--- config.mk ---
export PLATFORM = sky130hd
export DESIGN_NAME = bin2bcd_disp
export DESIGN_NICKNAME = d
export VERILOG_FILES = /design/src/rtl/bin2bcd_disp.sv
export SDC_FILE = /design/constraint.sdc
export NUM_CORES = 1
export LEC_CHECK = 0
export CAP_MARGIN = 20
export CORE_MARGIN = 8
export CORE_UTILIZATION = 55
export DETAILED_ROUTE_END_ITERATION = 6
export GPL_TIMING_DRIVEN = 0
export HOLD_SLACK_MARGIN = 0.02
export PLACE_DENSITY_LB_ADDON = 0.2
export SLEW_MARGIN = 20
export SYNTH_ARGS = -nofsm -noshare
export SYNTH_HDL_FRONTEND = slang
export SYNTH_SLANG_ARGS = --single-unit
--- constraint.sdc ---
create_clock -name clk -period 5.1 [get_ports clk]
set_input_delay 0.51 -clock clk [delete_from_list [all_inputs] [get_ports clk]]
set_output_delay 0.51 -clock clk [all_outputs]
set_load 0.01 [all_outputs]
--- src/rtl/bin2bcd_disp.sv ---
// Sequential double-dabble binary-to-BCD converter feeding a 7-segment driver.
// Optional leading-zero blanking: define LEADING_ZERO_BLANK_EN.
module bin2bcd_disp #(
  parameter int BIN_WIDTH = 14,
  parameter int DIGITS    = 4
) (
  input  logic                  clk,
  input  logic                  rst,
  input  logic                  start,
  input  logic [BIN_WIDTH-1:0]  value,
  input  logic [DIGITS-1:0]     dot_in,
  output logic                  busy,
  output logic                  done,
  output logic                  ovf,
  output logic [4*DIGITS-1:0]   data,
  output logic [DIGITS-1:0]     en,
  output logic [DIGITS-1:0]     dot
);

  localparam int DW = 4 * DIGITS;
  localparam int CW = $clog2(BIN_WIDTH + 1);
  localparam int unsigned LIMIT = 10 ** DIGITS;
`ifdef LEADING_ZERO_BLANK_EN
  localparam logic [DIGITS-1:0] EN_RST = DIGITS'(1);
`else
  localparam logic [DIGITS-1:0] EN_RST = '1;
`endif

  typedef enum logic [1:0] {IDLE, SHIFT, FINISH} state_t;

  state_t                state_q, state_d;
  logic [CW-1:0]         cnt_q, cnt_d;
  logic [BIN_WIDTH-1:0]  bin_q, bin_d;
  logic [DW-1:0]         bcd_q, bcd_d;
  logic [DIGITS-1:0]     dotr_q, dotr_d;
  logic                  ovfp_q, ovfp_d;
  logic                  busy_q, busy_d;
  logic                  done_q, done_d;
  logic                  ovf_q, ovf_d;
  logic [DW-1:0]         data_q, data_d;
  logic [DIGITS-1:0]     en_q, en_d;
  logic [DIGITS-1:0]     dot_q, dot_d;

  logic [DW-1:0]         bcd_adj;
  logic [DW-1:0]         bcd_sh;
  logic [BIN_WIDTH-1:0]  bin_sh;
  logic [DIGITS-1:0]     en_calc;

  always_comb begin
    bcd_adj = bcd_q;
    for (int i = 0; i < DIGITS; i++) begin
      if (bcd_q[4*i +: 4] >= 4'd5)
        bcd_adj[4*i +: 4] = bcd_q[4*i +: 4] + 4'd3;
    end
    bcd_sh = {bcd_adj[DW-2:0], bin_q[BIN_WIDTH-1]};
    bin_sh = {bin_q[BIN_WIDTH-2:0], 1'b0};
  end

`ifdef LEADING_ZERO_BLANK_EN
  logic lead;
  // Blank zero digits above the most significant nonzero one; digit 0 always lit
  always_comb begin
    en_calc = '1;
    lead    = 1'b1;
    for (int i = DIGITS - 1; i > 0; i--) begin
      if (lead && bcd_q[4*i +: 4] == 4'd0)
        en_calc[i] = 1'b0;
      else
        lead = 1'b0;
    end
  end
`else
  always_comb en_calc = '1;
`endif

  always_comb begin
    state_d = state_q;
    cnt_d   = cnt_q;
    bin_d   = bin_q;
    bcd_d   = bcd_q;
    dotr_d  = dotr_q;
    ovfp_d  = ovfp_q;
    busy_d  = busy_q;
    done_d  = 1'b0;
    ovf_d   = ovf_q;
    data_d  = data_q;
    en_d    = en_q;
    dot_d   = dot_q;
    unique case (state_q)
      IDLE: begin
        if (start) begin
          state_d = SHIFT;
          bin_d   = value;
          dotr_d  = dot_in;
          bcd_d   = '0;
          cnt_d   = '0;
          busy_d  = 1'b1;
          ovfp_d  = 32'(value) >= LIMIT;
        end
      end
      SHIFT: begin
        bcd_d = bcd_sh;
        bin_d = bin_sh;
        cnt_d = cnt_q + CW'(1);
        if (cnt_q == CW'(BIN_WIDTH - 1))
          state_d = FINISH;
      end
      FINISH: begin
        state_d = IDLE;
        busy_d  = 1'b0;
        done_d  = 1'b1;
        ovf_d   = ovfp_q;
        dot_d   = dotr_q;
        if (ovfp_q) begin
          data_d = '1;
          en_d   = '1;
        end else begin
          data_d = bcd_q;
          en_d   = en_calc;
        end
      end
      default: state_d = IDLE;
    endcase
  end

  always_ff @(posedge clk or posedge rst) begin
    if (rst) begin
      state_q <= IDLE;
      cnt_q   <= '0;
      bin_q   <= '0;
      bcd_q   <= '0;
      dotr_q  <= '0;
      ovfp_q  <= 1'b0;
      busy_q  <= 1'b0;
      done_q  <= 1'b0;
      ovf_q   <= 1'b0;
      data_q  <= '0;
      en_q    <= EN_RST;
      dot_q   <= '0;
    end else begin
      state_q <= state_d;
      cnt_q   <= cnt_d;
      bin_q   <= bin_d;
      bcd_q   <= bcd_d;
      dotr_q  <= dotr_d;
      ovfp_q  <= ovfp_d;
      busy_q  <= busy_d;
      done_q  <= done_d;
      ovf_q   <= ovf_d;
      data_q  <= data_d;
      en_q    <= en_d;
      dot_q   <= dot_d;
    end
  end

  assign busy = busy_q;
  assign done = done_q;
  assign ovf  = ovf_q;
  assign data = data_q;
  assign en   = en_q;
  assign dot  = dot_q;

endmodule

==> flow_metrics.env <==
export IMPL_status="complete, no violations"
export IMPL_rsz0062_at_grt="no"
export IMPL_start_util_pct=55.7
export IMPL_max_cap_violations=0
export IMPL_io_buffers=43
export IMPL_total_leakage_power_uw=0.00171
export IMPL_cts_hold_buf=0
export IMPL_critPathMaxFanout=2
export IMPL_crit_type="in2reg"
export IMPL_syn_inst=309
export IMPL_detail_route_antenna_nets=0
export IMPL_grt_max_degree=36
export IMPL_dpl_cell_area_um2=3570
export IMPL_ctsResizeCount=0
export IMPL_maxSlewViolCount=0
export IMPL_fillCellCount=429
export IMPL_cp_start_kind="input port"
export IMPL_clk_path_buf_depth=2
export IMPL_ys_seq_elements=64
export IMPL_worstMarginPinSlew_ns=0.560
export IMPL_design_area_um2=3780
export IMPL_synth_distinct_cells=31
export IMPL_vias=2379
export IMPL_wl_um=6480
export IMPL_cp_cell_sequence="clkdlybuf4s50_1 > nor4_1 > nor2_1 > o311ai_0 > o21ai_0"
export IMPL_gp_congestion=0.820
export IMPL_power_density_nw_per_um2=593
export IMPL_htree_num_levels=3
export IMPL_arrival_ns=2.04
export IMPL_max_stage_delay_ns=0.50
export IMPL_overflow=0
export IMPL_die_y_um=90.0
export IMPL_clock_skew_ns=0.0103
export IMPL_clock_fmax_mhz=538
export IMPL_insertion_delay_ns=0.34
export IMPL_wl_per_cell_um=14.6
export IMPL_antenna_cells=0
export IMPL_post_cts_buffers=0
export IMPL_viasPerCell=5.36
export IMPL_rows=27
export IMPL_critPathRequiredTime_ns=5.28
export IMPL_hold_viol_final=0
export IMPL_layout_commonest_cell="dfrtp_1"
export IMPL_critPathTopFamily="compound AO/OA/AOI/OAI gates"
export IMPL_clkTransAtPathRegs_ns=0.07
export IMPL_hpwl_um=4770
export IMPL_cts_tree="yes"
export IMPL_clkSinkCount=64
export IMPL_multi_input_area_um2=1230
export IMPL_grt_pass1_vias=2383
export IMPL_route_detailed_drc=0
export IMPL_fin_crit_sh_pct=36.4
export IMPL_io_pins=48
export IMPL_setup_tns_ns=0
export IMPL_synth_area_per_cell_um2=9.75
export IMPL_clockRootBuffer="clkbuf_8"
export IMPL_grt_pass1_wl_um=11400
export IMPL_slew_headroom_pct=62.2
export IMPL_die_area_um2=8100
export IMPL_crit_slowest_cell="o311ai_0"
export IMPL_fin_nets=398
export IMPL_timing_hold_worst_class="reg2reg"
export IMPL_ys_top_cells_by_area="dfrtp_1, o21ai_0, nand2_1"
export IMPL_netlist_top_cell_by_area="dfrtp_1"
export IMPL_layout_common_cells="dfrtp_1, nand2_1, o21ai_0, clkdlybuf4s50_1, nor2_1"
export IMPL_critPathBufInv=1
export IMPL_ys_warn_count=0
export IMPL_dieWidth_um=90.0
export IMPL_worstSetupEndpointType="flop"
export IMPL_netlist_area_leader_share_pct=53.2
export IMPL_core_um2=5410
export IMPL_syn_area_um2=3010
export IMPL_seq_area_um2=1600
export IMPL_cts_inserted_buffers=9
export IMPL_grt_usage_pct=17.1
export IMPL_syn_to_final_growth_pct=25.5
export IMPL_period_minus_slack_ns=1.86
export IMPL_drtPass1Iterations=4
export IMPL_ys_seq_area_share_pct=53.2
export IMPL_peakVddDrop_v=0.000261
export IMPL_setup_viol=0
export IMPL_drt_first_iter_violations=100
export IMPL_antenna_found_initial=0
export IMPL_drive_above_1_share_pct=12.1
cells by family after synthesis:
logic type               count (synthesis)  synth area share (%)
XOR/XNOR                                 4                  1.16
flip-flops                              64                  53.2
AO/OA/AOI/OAI                           82                  15.8
other                                    1                 0.124
AND/OR/NAND/NOR                        108                  16.4
buffers and inverters                   32                  6.23
adder cells (fa/ha/maj)                 10                  4.15
multiplexers                             8                  2.99
area by class of cell:
| class | instances | area share, % |
|---|---|---|
| inverter | 12 | 1.26 |
| sequential | 64 | 42.4 |
| multi-input combinational | 216 | 32.7 |
| clock buffer | 13 | 3.94 |
| clock inverter | 3 | 1.72 |
| timing repair buffer | 44 | 11.9 |
| tap | 72 | 2.38 |
| buffer | 20 | 3.77 |
per-stage QoR:
stage	std cells	util, %	power [uW]	hold slack [ns]	setup WS [ns]
after CTS	444	70.0	2250	0.476	3.29
after detailed placement	428	66.0	1780	0.459	2.99
final	444	70.0	2240	0.474	3.24
after floorplan	312	-	1460	0.441	2.99
after global placement	427	65.6	1720	0.457	1.93
after global routing	444	70.0	2430	0.506	3.23
synthesized netlist by cell type:
master,number
clkbuf_2,1
clkbuf_1,3
xnor2_1,4
ha_1,10
nand2b_4,2
buf_4,6
nor3b_1,3
nor4_1,1
nand3_1,12
dfrtp_1,64
o21ai_0,49
o21bai_2,1
a41oi_1,1
mux2_2,8
nand4_1,1
and2b_4,1
buf_2,5
nor2b_1,1
a22o_1,6
o21ai_1,4
nor2_1,24
nand2_1,56
nand2b_1,5
buf_6,5
and3b_1,1
conb_1,1
a21oi_1,8
inv_1,12
a22oi_1,12
nor2b_4,1
o311ai_0,1
routing by layer:
metal | up-vias | wire, um | GRT usage [%]
li1 | 1155 | - | -
met1 | 1153 | 2800 | 20.7
met2 | 57 | 3160 | 27.5
met3 | 14 | 372 | 4.16
met4 | 0 | 150 | 9.02
met5 | - | 0 | 0
path summary, 6_finish.rpt:
kind	startpoint	to	slack, ns	depth (start not counted)
worst max-delay path	value[6]	ovfp_q	3.24	5
worst min-delay path	dotr_q[3]	dotr_q[3]	0.47	2
worst max register to register	bcd_q[8]	bcd_q[10]	3.45	6
worst min register to register	dotr_q[3]	dotr_q[3]	0.47	2
max in group asynchronous	rst	bcd_q[1]	4.06	3
min in group asynchronous	rst	done	0.52	2
where the power goes:
| part | total [uW] | internal, uW | leakage [uW] | switching, uW |
|---|---|---|---|---|
| Clock | 473 | 289 | 0.000108 | 185 |
| Combinational | 898 | 439 | 0.000773 | 459 |
| Sequential | 871 | 708 | 0.000832 | 164 |
| Total | 2240 | 1440 | 0.00171 | 808 |
sequential cells by signal, summed over array words and instances, names as in the netlist:
signal,count
bcd_q,16
data,16
bin_q,14
cnt_q,4
dot,4
dotr_q,4
state_q,2
busy,1
done,1
ovf,1
ovfp_q,1
worst min-delay path, stage by stage, from the launching register on:
cell and delay, ns:
dfrtp_1 0.34, nand2_1 0.05, nand2_1 0.05
Power figures use the tool's default switching activity.
